## config.mk

```make
export PLATFORM = sky130hd
export DESIGN_NAME = alarm_controller
export DESIGN_NICKNAME = d
export VERILOG_FILES = /design/src/rtl/alarm_controller.sv
export SDC_FILE = /design/constraint.sdc
export NUM_CORES = 1
export LEC_CHECK = 0
export ABC_CLOCK_PERIOD_IN_PS = 4200
export CORE_ASPECT_RATIO = 0.8
export CORE_MARGIN = 1
export CORE_UTILIZATION = 45
export CTS_CLUSTER_DIAMETER = 30
export DETAILED_ROUTE_END_ITERATION = 7
export PLACE_DENSITY_LB_ADDON = 0.1
export SLEW_MARGIN = 40
export SYNTH_ARGS = -nofsm -noshare
export SYNTH_HDL_FRONTEND = slang
export SYNTH_SLANG_ARGS = --single-unit
```

## constraint.sdc

```tcl
create_clock -name clk -period 4.2 [get_ports clk]
set_clock_uncertainty 0.2 [all_clocks]
set_input_delay 0.84 -clock clk [delete_from_list [all_inputs] [get_ports clk]]
set_output_delay 0.84 -clock clk [all_outputs]
set_load 0.05 [all_outputs]
```

## src/rtl/alarm_controller.sv

```systemverilog
// rtl/alarm_controller.sv - alarm time storage, match detection and trigger pulse sequencing
module alarm_controller #(
  parameter int RETRIGGER_CYCLES = 10000000,
  parameter int RING_REPEATS     = 6,
  parameter int SNOOZE_CYCLES    = 300000000
) (
  input  logic       clk,
  input  logic       rst,
  input  logic [4:0] cur_hours,
  input  logic [5:0] cur_minutes,
  input  logic [5:0] cur_seconds,
  input  logic       alarm_enable,
  input  logic       set_mode,
  input  logic       btn_hour_inc,
  input  logic       btn_min_inc,
  input  logic       stop_btn,
  input  logic       snooze_btn,
  output logic       alarm_trigger,
  output logic [4:0] alarm_hours,
  output logic [5:0] alarm_minutes,
  output logic       armed,
  output logic       ringing,
  output logic       snoozing
);

  localparam int RW = $clog2(RETRIGGER_CYCLES) + 1;
  localparam int NW = $clog2(RING_REPEATS) + 1;
  localparam int SW = $clog2(SNOOZE_CYCLES) + 1;

  localparam logic [RW-1:0] RT_LOAD  = RW'(RETRIGGER_CYCLES - 1);
  localparam logic [NW-1:0] REP_LOAD = NW'(RING_REPEATS - 1);
  localparam logic [SW-1:0] SN_LOAD  = SW'(SNOOZE_CYCLES - 1);

  typedef enum logic [1:0] {IDLE, ARMED, RINGING, SNOOZE} state_t;

  state_t        state, state_n;
  logic [RW-1:0] retrig_cnt, retrig_n;
  logic [NW-1:0] repeats_left, repeats_n;
  logic [SW-1:0] snooze_cnt, snooze_n;
  logic          fire;
  logic          match, match_d, match_rise;
  logic [4:0]    hours_n;
  logic [5:0]    minutes_n;
  logic          armed_n, ringing_n, snoozing_n;

  assign match      = (cur_hours == alarm_hours) && (cur_minutes == alarm_minutes) &&
                      (cur_seconds == 6'd0);
  assign match_rise = match && !match_d;

  always_comb begin
    hours_n   = alarm_hours;
    minutes_n = alarm_minutes;
    if (set_mode && btn_hour_inc)
      hours_n = (alarm_hours == 5'd23) ? 5'd0 : alarm_hours + 5'd1;
    if (set_mode && btn_min_inc)
      minutes_n = (alarm_minutes == 6'd59) ? 6'd0 : alarm_minutes + 6'd1;
  end

  always_ff @(posedge clk) begin
    if (!rst) begin
      state         <= IDLE;
      retrig_cnt    <= '0;
      repeats_left  <= '0;
      snooze_cnt    <= '0;
      match_d       <= 1'b0;
      alarm_trigger <= 1'b0;
      alarm_hours   <= 5'd0;
      alarm_minutes <= 6'd0;
      armed         <= 1'b0;
      ringing       <= 1'b0;
      snoozing      <= 1'b0;
    end else begin
      state         <= state_n;
      retrig_cnt    <= retrig_n;
      repeats_left  <= repeats_n;
      snooze_cnt    <= snooze_n;
      match_d       <= match;
      alarm_trigger <= fire;
      alarm_hours   <= hours_n;
      alarm_minutes <= minutes_n;
      armed         <= armed_n;
      ringing       <= ringing_n;
      snoozing      <= snoozing_n;
    end
  end

  always_comb begin
    state_n   = state;
    retrig_n  = retrig_cnt;
    repeats_n = repeats_left;
    snooze_n  = snooze_cnt;
    fire      = 1'b0;
    if (!alarm_enable) begin
      state_n = IDLE;
    end else if (set_mode) begin
      state_n = ARMED;
    end else begin
      case (state)
        IDLE: state_n = ARMED;
        ARMED: begin
          if (match_rise) begin
            state_n   = RINGING;
            fire      = 1'b1;
            repeats_n = REP_LOAD;
            retrig_n  = RT_LOAD;
          end
        end
        RINGING: begin
          if (stop_btn) begin
            state_n = ARMED;
          end else if (snooze_btn) begin
            state_n  = SNOOZE;
            snooze_n = SN_LOAD;
          end else if (retrig_cnt != '0) begin
            retrig_n = retrig_cnt - 1'b1;
          end else if (repeats_left == '0) begin
            state_n = ARMED;
          end else if (!alarm_trigger) begin
            // holding at zero while a pulse is still high keeps a low gap when RETRIGGER_CYCLES is 1
            fire      = 1'b1;
            repeats_n = repeats_left - 1'b1;
            retrig_n  = RT_LOAD;
          end
        end
        SNOOZE: begin
          if (stop_btn) begin
            state_n = ARMED;
          end else if (snooze_cnt != '0) begin
            snooze_n = snooze_cnt - 1'b1;
          end else begin
            state_n   = RINGING;
            fire      = 1'b1;
            repeats_n = REP_LOAD;
            retrig_n  = RT_LOAD;
          end
        end
        default: state_n = IDLE;
      endcase
    end
  end

  always_comb begin
    armed_n    = (state_n == ARMED);
    ringing_n  = (state_n == RINGING);
    snoozing_n = (state_n == SNOOZE);
  end

endmodule

```

# Word level (Yosys, flattened, before mapping)
# Cells that the tools add are included.
[op_classes]
add_sub_neg = 5
eq_ne = 22
n_mux = 44
n_bitwise = 3
n_reduce_logical = 17
[op_table]
columns = ["cell", "n"]
rows = [
  ["2-to-1 mux 25 bit", 8],
  ["2-to-1 mux 30 bit", 4],
  ["case mux 25 bit (3 select lines)", 1],
  ["case mux 30 bit (2 select lines)", 1],
  ["2-to-1 mux 4 bit", 8],
  ["nonzero test 30 bit", 1],
  ["subtractor 30 x 1 -> 30 bit (second input constant)", 1],
  ["nonzero test 25 bit", 1],
  ["subtractor 25 x 1 -> 25 bit (second input constant)", 1],
  ["!= test 2 bit (second input constant)", 10],
  ["2-to-1 mux 2 bit", 9],
  ["case mux 4 bit (3 select lines)", 1],
  ["AND reduction 11 bit", 1],
  ["AND reduction 10 bit", 1],
  ["equality test 2 bit (second input constant)", 4],
  ["2-to-1 mux 1 bit", 8],
  ["case mux 2 bit (4 select lines)", 1],
  ["AND reduction 7 bit", 1],
  ["adder 6 x 1 -> 6 bit (second input constant)", 1],
  ["equality test 6 bit", 1],
  ["equality test 6 bit (second input constant)", 1],
  ["zero test 6 bit", 1],
  ["2-to-1 mux 6 bit", 1],
  ["!= test 3 bit (second input constant)", 2],
  ["other kinds (15)", 22],
]
[word_totals]
ff_bits = 77
in_bits = 25
out_inout_bits = 15

# Depth between registers and ports, before layout
# Gate-level depths: netlist of the first run.
[logic_depth]
depth_word = 9
mapped_depth = 11

# Worst setup path before layout of the first run
# No wires, ideal clock.
[synth_path]
path_kind = "in2reg"
startpoint = "input port cur_seconds[3]"
endpoint = "register snooze_cnt[16]"
arrival_time_ps = 2788
required_time_ps = 3926
path_slack_ps = 1138
cell_stages = 8
n_path_buf = 1
path_cell_list = "or4_1 nor3_1 and4_1 a21o_1 nand2_1 buf_4 or4_1 a31oi_1"
[synth_lines]
columns = ["element", "line", "rtl"]
rows = [
  ["start, declared", "11", "input logic [5:0] cur_seconds,"],
  ["end signal, assigned", "76", "snooze_cnt <= snooze_n;"],
  ["end, declared", "39", "logic [SW-1:0] snooze_cnt, snooze_n;"],
]

==> results of run 1 <==
state kept, by name, indices dropped and copies added (netlist names):
register       cells
repeats_left       4
snoozing           1
snooze_cnt        30
ringing            1
armed              1
alarm_trigger      1
retrig_cnt        25
alarm_hours        5
state              2
alarm_minutes      6
match_d            1
per-layer routing:
layer / up-vias / share of wire [%] / GRT usage, %
li1: 2108 / - / -
met1: 2035 / 50 / 33.8
met2: 117 / 44 / 35.7
met3: 12 / 5.1 / 5.39
met4: 0 / 1.3 / 9.91
met5: - / 0 / 0
power breakdown:
part	internal [uW]	switching (uW)
registers	739	11.6
logic	74.5	111
clock network	487	303
cells by family after synthesis:
group / count (synthesis) / share of synthesized area [%]
buffers and inverters: 41 / 4.23
flip-flops: 77 / 35.5
adder cells (fa/ha/maj): 6 / 1.73
XOR/XNOR: 18 / 3.63
AND/OR/NAND/NOR: 249 / 31.8
AO/OA/AOI/OAI: 135 / 22.2
multiplexers: 4 / 0.921
cell usage in the layout (no fill, tap or decap), types with 4 or more instances in the layout:
master / instances
or2_2: 7
dfxtp_1: 77
or3_1: 16
buf_4: 15
o41ai_1: 6
or4_1: 22
inv_1: 13
a211oi_1: 5
ha_1: 6
clkdlybuf4s50_1: 39
nand3_1: 17
nand4b_1: 8
clkbuf_16: 9
nand2_1: 39
and3_1: 4
o311ai_1: 5
o21a_1: 5
nor4_1: 16
a21oi_1: 31
nand2b_1: 5
nor3_1: 37
xnor2_1: 4
nor2_1: 49
mux2i_1: 4
a31oi_1: 19
a311oi_1: 8
o21ai_0: 15
o31ai_1: 14
xor2_1: 14
critical path: cells and delay by family:
| family | cells | cell delay [ps] |
|---|---|---|
| buf+inv | 1 | 390 |
| simple gates | 5 | 1980 |
| compound gates | 2 | 410 |
stage by stage:
| step | power (uW) | utilization (%) |
|---|---|---|
| floorplan | 881 | - |
| global placement | 947 | 52.7 |
| detailed placement | 949 | 52.7 |
| CTS | 1740 | 55.9 |
| global route | 1790 | 56.0 |
| finish | 1730 | 56.0 |
cell usage after synthesis (7+ instances only):
| cell type | instances |
|---|---|
| dfxtp_1 | 77 |
| nor2_1 | 49 |
| nand2_1 | 39 |
| nor3_1 | 37 |
| a21oi_1 | 31 |
| or4_1 | 22 |
| a31oi_1 | 19 |
| clkbuf_1 | 17 |
| nand3_1 | 17 |
| nor4_1 | 17 |
| or3_1 | 16 |
| o21ai_0 | 15 |
| o31ai_1 | 14 |
| xor2_1 | 14 |
| inv_1 | 13 |
| a311oi_1 | 8 |
| nand4b_1 | 8 |
| o41ai_1 | 7 |
| or2_2 | 7 |
final cells by class:
| type | instances | share of cell area [%] |
|---|---|---|
| flip-flops and latches | 77 | 29.8 |
| multi-input cells | 412 | 50.9 |
| clock buffers | 11 | 4.89 |
| well taps | 115 | 2.78 |
| clock inverters | 4 | 0.919 |
| inverters | 13 | 0.944 |
| repair buffers | 54 | 9.73 |
path summary, 6_finish.rpt:
| path | start | endpoint | cells after the start |
|---|---|---|---|
| worst max-delay path | cur_seconds[3] | snooze_cnt[4]$_SDFFE_PN0P_ | 8 |
| worst min-delay path | snooze_cnt[18]$_SDFFE_PN0P_ | snooze_cnt[18]$_SDFFE_PN0P_ | 2 |
| worst max register to register | retrig_cnt[6]$_SDFFE_PN0P_ | snooze_cnt[17]$_SDFFE_PN0P_ | 9 |
| worst min register to register | snooze_cnt[18]$_SDFFE_PN0P_ | snooze_cnt[18]$_SDFFE_PN0P_ | 2 |
==> metrics.md, run 1 <==
| Metric | Value |
|---|---|
| GP Congestion | approximately 0.84 |
| Via count | around 4300 |
| Post-synth top area share | 35.5% |
| Num CTS Buffers | 9 |
| Largest net degree at the start of global routing | 27 |
| Achievable frequency | about 280 MHz |
| Worst hold-check path type | flop to flop |
| Final Hold Viols | 0 |
| Main synth FF type | dfxtp_1 |
| Core Area | a little over 9000 um^2 |
| Final instance area | just over 5000 um^2 |
| CTS Hold Bufs | 0 |
| Crit-path cells | clkdlybuf4s50_1, or4_1, nor3_1, and4_1, a21o_1, nand2_1, or4_1, a31oi_1 |
| Synth Cell Area | 4350 um^2 |
| Crit path launch type | input port |
| FF-to-FF setup slack | about 800 ps |
| Die ar. | 10100 um^2 |
| Worst-margin pin slew | 690 ps |
| First-pass GRT wire length | about 20000 um |
| Vias per cell | 6.23 |
| # diodes | 0 |
| Sinks on Clock Net | 77 |
| Area leader, netlist | dfxtp_1 |
| Synth Register Bits | just under 80 |
| Final Max Slew Viols | 0 |
| Max-cap violation count | 0 |
| Syn avg cell area | 8.20 um^2 |
| CP dominant cell by count | or4_1 |
| Register area share after synthesis | approximately 35% |
| Chip Width | around 110 um |
| Clock root buffer | clkbuf_16 |
| Normalized max-slew margin | between 50% and 60% |
| Worst vdd ir | 0.224 mV |
| Hold_ws | ~260 ps |
| Status | complete, no violations |
| Row count | 31 |
| IO Pins | 40 |
| Tot GR Track Use | 24.2% |
| Starting Density | a little under half |
| Placed cell areas | around 4900 um^2 |
| Post-detail-place hpwl | about 8000 um |
| H-tree depth | 3 |
| Setup TNS | 0 ps |
| CP arrival | approximately 3600 ps |
| CTS max path bufs | 2 |
| PostCTS Resize Cnt | 0 |
| CP Capture Type | flop |
| EDFF count, synth | 0 |
| Mapped Nets | 561 |
| Overall die height | ~90 um |
| CP Max Fanout | 19 |
| Leak | between 0.0015 and 0.002 uW |
| Asr flop ratio synth | 0% |
| Fillers | ~850 |
| Vias in the first global route | roughly 4000 |
| DR DRC count | 0 |
| Drt initial violations | 242 |
| Yosys cell types | 62 |
| Post-Synthesis Cells | 530 |
| Layout area overhead | 19.0% |
| RSZ-0062 raised after global routing | no |
| Tmin final | 3560 ps |
| Area of the multi-input gates | 2630 um^2 |
| Clock transition at path regs | approximately 60 ps |
| Worst slack, placed | ~280 ps |
| Ratio of cells with drive above 1 in the final layout | 9.63% |
| FF+latch area | between 1500 and 2000 um^2 |
| CTS tree | done |
| Critical path's largest stage delay | 630 ps |
| Setup Buffers After CTS | 0 |
| Remaining antenna violation count | 0 |
| Detailed Route WL | about 11000 um |
| Final Non-Filler Cells | 686 |
| Power Density | around 330 nW/um^2 |
| Final nets | ~600 |
| GRT Residual Overflow | 0 |
| IO buf count | 39 |
| Placed Instances | about 670 |
| Crit path max-delay cell type | or4_1 |
| CP Class | input port to flop |
| Antenna violations before repair | 0 |
| Required @ worst endpoint | 4260 ps |
| YS warnings | 0 |
| WL per Instance | around 17 um |
| Final setup margin | roughly 640 ps |
| Clock latency on the worst-skew pair | 340 ps |
| Setup-failing EPs final | 0 |
| Fin crit share | a little over four fifths |
| First drt pass iteration count | 5 |
| Ranking of synthesized cells by area | dfxtp_1, nor3_1, nor2_1 |
Note: power is estimated with default switching activity, not from simulation.
==> inputs of run 2 (changes only) <==
--- a/config.mk
+++ b/config.mk
@@ -5,7 +5,7 @@
 export SDC_FILE = /design/constraint.sdc
 export NUM_CORES = 1
 export LEC_CHECK = 0
-export ABC_CLOCK_PERIOD_IN_PS = 4200
+export ABC_CLOCK_PERIOD_IN_PS = 3000
 export CORE_ASPECT_RATIO = 0.8
 export CORE_MARGIN = 1
 export CORE_UTILIZATION = 45
==> constraint.sdc (replaced) <==
create_clock -name clk -period 3 [get_ports clk]
set_clock_uncertainty 0.2 [all_clocks]
set_input_delay 0.6 -clock clk [delete_from_list [all_inputs] [get_ports clk]]
set_output_delay 0.6 -clock clk [all_outputs]
set_load 0.05 [all_outputs]
==> metrics.md, run 2 (synthesis results as in run 1) <==
| Metric | Value |
|---|---|
| Hold_ws | approximately 260 ps |
| RSZ-0062 raised after global routing | yes |
| First drt pass iteration count | 5 |
| Worst vdd ir | roughly 0.42 mV |
| Final Hold Viols | 0 |
| Power Density | slightly above 400 nW/um^2 |
| Setup TNS | 0 ps |
| Layout area overhead | 43.1% |
| Via count | ~4700 |
| Final instance area | a little over 6000 um^2 |
| Sw power | just over 600 uW |
| Critical path's largest stage delay | ~550 ps |
| Chip Width | 112 um |
| Clock share of power | 45.4% |
| Flop pwr share | between 40 and 50% |
| Reg2reg end | snooze_cnt[19]$_SDFFE_PN0P_ |
| CP Class | flop to flop |
| Vias in the first global route | roughly 4300 |
| Final Max Slew Viols | 0 |
| Leak | 0.00243 uW |
| Detailed Route WL | ~14000 um |
| Hold_sp | snooze_cnt[18]$_SDFFE_PN0P_ |
| Sinks on Clock Net | between 70 and 80 |
| GRT Residual Overflow | 0 |
| Largest net degree at the start of global routing | 22 |
| First-pass GRT wire length | ~21000 um |
| Max FFs per register | 30 |
| CP dominant cell by count | a21oi_4 |
| CTS max path bufs | 2 |
| FF-to-FF setup slack | slightly above 5 ps |
| Power Total | 2530 uW |
| Core Area | between 9000 and 10000 um^2 |
| Normalized max-slew margin | a little under three fifths |
| Clock transition at path regs | 60 ps |
| Worst hold-check path type | flop to flop |
| Fin crit share | ~100% |
| Tot GR Track Use | 25.8% |
| Drt initial violations | 284 |
| Int Pwr | approximately 1900 uW |
| CP Capture Type | flop |
| Worst setup path start | retrig_cnt[16]$_SDFFE_PN0P_ |
| Remaining antenna violation count | 0 |
| Largest registers | snooze_cnt x30, retrig_cnt x25, alarm_minutes x6 |
| Clock root buffer | clkbuf_16 |
| Final nets | 674 |
| Combinational share of power | 13.1% |
| Vias per cell | between 6 and 7 |
| Hold Path Stages | 2 |
| CP arrival | approximately 3100 ps |
| Row count | 31 |
| Fillers | just under 800 |
| GP Congestion | around 0.85 |
| Num CTS Buffers | 9 |
| Crit-path cells | or4_4, nor4b_2, or4b_4, a21oi_4, a21oi_4, buf_6, buf_12, or3_1, a21oi_1 |
| WL per Instance | 17.9 um |
| Crit path launch type | flop |
| IO buf count | 39 |
| CP Max Fanout | 8 |
| Placed cell areas | 5340 um^2 |
| Crit path max-delay cell type | or4_4 |
| Overall die height | roughly 90 um |
| IO Pins | 40 |
| Starting Density | 47.1% |
| Setup-failing EPs final | 0 |
| Worst Hold End | snooze_cnt[18]$_SDFFE_PN0P_ |
| Required @ worst endpoint | 3060 ps |
| Max-cap violation count | 0 |
| Ratio of cells with drive above 1 in the final layout | 27.3% |
| Sw frac | 24.6% |
| Reg-to-Reg Start | retrig_cnt[16]$_SDFFE_PN0P_ |
| Commonest non-fill, non-tap cells in the layout | dfxtp_1, buf_4, nor2_1 |
| Die ar. | between 10000 and 15000 um^2 |
| Worst path bufs/invs | 2 |
| DR DRC count | 0 |
| CTS tree | done |
| # diodes | 0 |
| Worst-margin pin slew | between 600 and 700 ps |
| Antenna violations before repair | 0 |
| R2R cell count | 9 |
| Achievable frequency | 334 MHz |
| Tmin final | between 2000 and 3000 ps |
| Worst path top cell family by delay | simple AND/OR/NAND/NOR gates |
| H-tree depth | 3 |
| Largest Register | snooze_cnt |
| Post-detail-place hpwl | roughly 8700 um |
| Clock latency on the worst-skew pair | about 340 ps |
| Status | complete, no violations |
-- run 2: changes by cell type in the layout (fill, tap and decap cells not counted), moves of 4 or more --
cell | before | now
buf_4 | 15 | 76
buf_6 | 0 | 7
or4_1 | 22 | 15
or4_4 | 1 | 8
nor3_1 | 37 | 31
nor3_2 | 0 | 6
a21oi_1 | 31 | 26
nor4_1 | 16 | 11
buf_12 | 0 | 4
nor4_2 | 2 | 6
-- run 2: power by group through the flow --
| stage | logic [uW] | clock network [uW] | registers, uW |
|---|---|---|---|
| floorplan | 152 | 0 | 1080 |
| global placement | 294 | 0 | 1070 |
| finish | 331 | 1150 | 1050 |
| CTS | 308 | 1160 | 1050 |
| detailed placement | 298 | 0 | 1070 |
| global route | 360 | 1200 | 1050 |
-- run 2: how the worst max path moves through the flow --
stage	to	slack, ps	depth (start not counted)
floorplan	snooze_cnt[22]$_SDFFE_PN0P_	30	8
global placement	snooze_cnt[17]$_SDFFE_PN0P_	-340	8
detailed placement	snooze_cnt[16]$_SDFFE_PN0P_	-420	9
CTS	snooze_cnt[6]$_SDFFE_PN0P_	-20	8
global route	repeats_left[1]$_SDFFE_PN0P_	-50	7
finish	snooze_cnt[19]$_SDFFE_PN0P_	5	9
-- run 2: final cells by class --
type	count	area [um^2]	area share [%]
Clock buffer	11	233	3.74
Clock inverter	5	75.1	1.21
Inverter	13	48.8	0.785
Multi-Input combinational cell	412	2960	47.6
Sequential cell	77	1540	24.8
Tap cell	115	144	2.31
Timing Repair Buffer	130	1220	19.6
-- run 2: metal layers --
layer | global-route usage, % | routed length, um
met3 | 4.25 | 679
met5 | 0 | 0
met1 | 36.8 | 6530
met2 | 39.6 | 6220
met4 | 7.88 | 226
-- run 2: tightest hold or removal path, stage by stage (launching register included) --
cell and delay, ps:
dfxtp_1 310, o41ai_1 50, a21oi_1 50
-- run 2: repair_timing --
item | in CTS | in global routing
resized for setup | 19 | 62
hold buffers | 0 | 0
gates cloned | 1 | 5
buffers inserted | 2 | 10
pin swaps | 5 | 38
endpoints found under the setup margin | 28 | 62
-- run 2: metrics by stage --
stage,cells,worst slack [ps],utilization (%)
floorplan,530,30.8,-
global placement,729,-337,57.8
detailed placement,729,-416,57.8
CTS,748,-15.4,62.5
global route,763,-53.3,67.4
finish,763,5.19,67.4
==> inputs of run 3 (changes only) <==
--- a/config.mk
+++ b/config.mk
@@ -8,7 +8,7 @@
 export ABC_CLOCK_PERIOD_IN_PS = 3000
 export CORE_ASPECT_RATIO = 0.8
 export CORE_MARGIN = 1
-export CORE_UTILIZATION = 45
+export CORE_UTILIZATION = 52
 export CTS_CLUSTER_DIAMETER = 30
 export DETAILED_ROUTE_END_ITERATION = 7
 export PLACE_DENSITY_LB_ADDON = 0.1
==> metrics.md, run 3 (synthesis results as in run 1) <==
| Metric | Value |
|---|---|
| Status | finished with violations |
| Failing checks | setup timing |
| Commonest non-fill, non-tap cell in the layout | dfxtp_1 |
| Hold_ws | between 200 and 300 ps |
| Worst-margin pin slew | approximately 760 ps |
| CTS max path bufs | 2 |
| Num CTS Buffers | 9 |
| H-tree depth | 3 |
| Die ar. | roughly 8700 um^2 |
| DR DRC count | 0 |
| CP Class | flop to flop |
| # diodes | 0 |
| Required @ worst endpoint | 3020 ps |
| Vias per cell | ~6.7 |
| FF-to-FF setup slack | -170 ps |
| Core Area | ~8000 um^2 |
| Sinks on Clock Net | 77 |
| Top layer in use | met4 |
| Reg2reg end | snooze_cnt[9]$_SDFFE_PN0P_ |
| Clock latency on the worst-skew pair | ~360 ps |
| Achievable frequency | approximately 320 MHz |
| Met2 WL post-DR | ~7000 um |
| RSZ-0062 raised after global routing | yes |
| CP arrival | approximately 3200 ps |
| Detailed Route WL | roughly 15000 um |
| Reg-to-Reg Start | retrig_cnt[19]$_SDFFE_PN0P_ |
| Tmin final | around 3200 ps |
| CP Max Fanout | 7 |
| Crit path launch type | flop |
| Row count | 29 |
| Placed Instances | approximately 700 |
| Sw power | 626 uW |
| Setup-failing EPs final | between 40 and 50 |
| Layout area overhead | 47.3% |
| CTS Hold Bufs | 0 |
| Overall die height | ~84 um |
| GP Congestion | ~0.87 |
| Max FFs per register | 30 |
| Normalized max-slew margin | 49.2% |
| Final Max Slew Viols | 0 |
| Final setup margin | -166 ps |
| Remaining antenna violation count | 0 |
| Hold Path Stages | 2 |
| Largest registers | snooze_cnt x30, retrig_cnt x25, alarm_minutes x6 |
| WL per Instance | 20.3 um |
| CP Capture Type | flop |
| First-pass GRT wire length | approximately 21000 um |
| Via count | 5050 |
| Int Pwr | between 1500 and 2000 uW |
| Ratio of cells with drive above 1 in the final layout | roughly 30% |
| Met3 WL | roughly 1500 um |
| Combinational share of power | approximately 16% |
| IO buf count | 39 |
| Post-detail-place hpwl | between 8000 and 9000 um |
| IO Pins | 40 |
| Largest Register | snooze_cnt |
| Fin crit share | 106% |
| Clock root buffer | clkbuf_8 |
| Starting Density | a little over half |
| Drt initial violations | 540 |
| Worst Hold End | snooze_cnt[18]$_SDFFE_PN0P_ |
| Max-cap violation count | 0 |
| Power Density | between 300 and 400 nW/um^2 |
| Antenna violations before repair | 0 |
| Clock share of power | between 30% and 40% |
| Vias in the first global route | between 4000 and 5000 |
| First drt pass iteration count | 6 |
| GRT Residual Overflow | 0 |
| CTS tree | done |
| Leak | 0.00241 uW |
| Tot GR Track Use | a little under a third |
| Clock transition at path regs | roughly 90 ps |
| Hold_sp | snooze_cnt[18]$_SDFFE_PN0P_ |
| Sw frac | between 20% and 30% |
| Final Hold Viols | 0 |
| Commonest non-fill, non-tap cells in the layout | dfxtp_1, buf_4, nor2_1 |
| M1 WL | between 6000 and 7000 um |
| R2R cell count | 9 |
| Final nets | 670 |
| Flop pwr share | around 46% |
| Chip Width | approximately 100 um |
| Worst vdd ir | approximately 0.35 mV |
| Largest net degree at the start of global routing | 33 |
| Worst hold-check path type | flop to flop |
| Final Non-Filler Cells | between 700 and 800 |
==> run 3: worst max-delay path: stages (launching register included) <==
cell and delay, ps:
dfxtp_2 330, or4_4 570, nor4b_4 240, or4b_4 550, a21oi_4 190, a21oi_4 80
buf_12 160, buf_4 150, o41ai_2 360, a31oi_1 180
==> run 3: repair_timing <==
action                     in CTS  in global routing
gates resized for setup        32                 89
setup endpoints to repair      35                 62
buffers inserted                8                 13
gates cloned                    2                  3
pin swaps                      23                 22
==> run 3: through the flow <==
stage | worst slack [ps] | area, um^2 | TNS [ps] | power (uW) | utilization, %
finish | -166 | 6400 | -2240 | 2290 | 79.8
global route | -375 | 6400 | -15550 | 2360 | 79.8
CTS | -74.6 | 5780 | -260 | 2250 | 72.1
detailed placement | -351 | 5270 | -13980 | 1360 | 65.7
global placement | -331 | 5270 | -11800 | 1360 | 65.7
floorplan | 30.8 | 4350 | 0 | 1230 | -
==> run 3: layout make-up <==
type | instances | area (um^2)
clock buffer | 11 | 131
clock inverter | 5 | 85.1
fill | 478 | 1620
inverter | 13 | 48.8
multi-input combinational | 412 | 3170
sequential | 77 | 1540
tap | 108 | 135
timing repair buffer | 126 | 1280
==> run 3: power by group through the flow <==
stage               sequential [uW]  combinational, uW  clock, uW
floorplan                      1080                152          0
global placement               1070                285          0
detailed placement             1070                292          0
CTS                            1050                322        882
global route                   1050                378        927
finish                         1050                356        883
==> run 3: layer usage <==
metal | vias up | track usage, %
met5 | - | 0
met4 | 0 | 12.7
met3 | 86 | 7.03
met2 | 331 | 48.7
met1 | 2373 | 38.7
li1 | 2260 | -
==> run 3: how the worst max path moves through the flow <==
| stage | from | to | slack, ps |
|---|---|---|---|
| after floorplan | retrig_cnt[6]$_SDFFE_PN0P_ | snooze_cnt[22]$_SDFFE_PN0P_ | 30 |
| after global placement | cur_seconds[3] | snooze_cnt[17]$_SDFFE_PN0P_ | -330 |
| after detailed placement | cur_seconds[3] | snooze_cnt[17]$_SDFFE_PN0P_ | -350 |
| after CTS | retrig_cnt[19]$_SDFFE_PN0P_ | snooze_cnt[5]$_SDFFE_PN0P_ | -70 |
| after global routing | snooze_cnt[19]$_SDFFE_PN0P_ | snooze_cnt[12]$_SDFFE_PN0P_ | -370 |
| final | retrig_cnt[19]$_SDFFE_PN0P_ | snooze_cnt[9]$_SDFFE_PN0P_ | -170 |
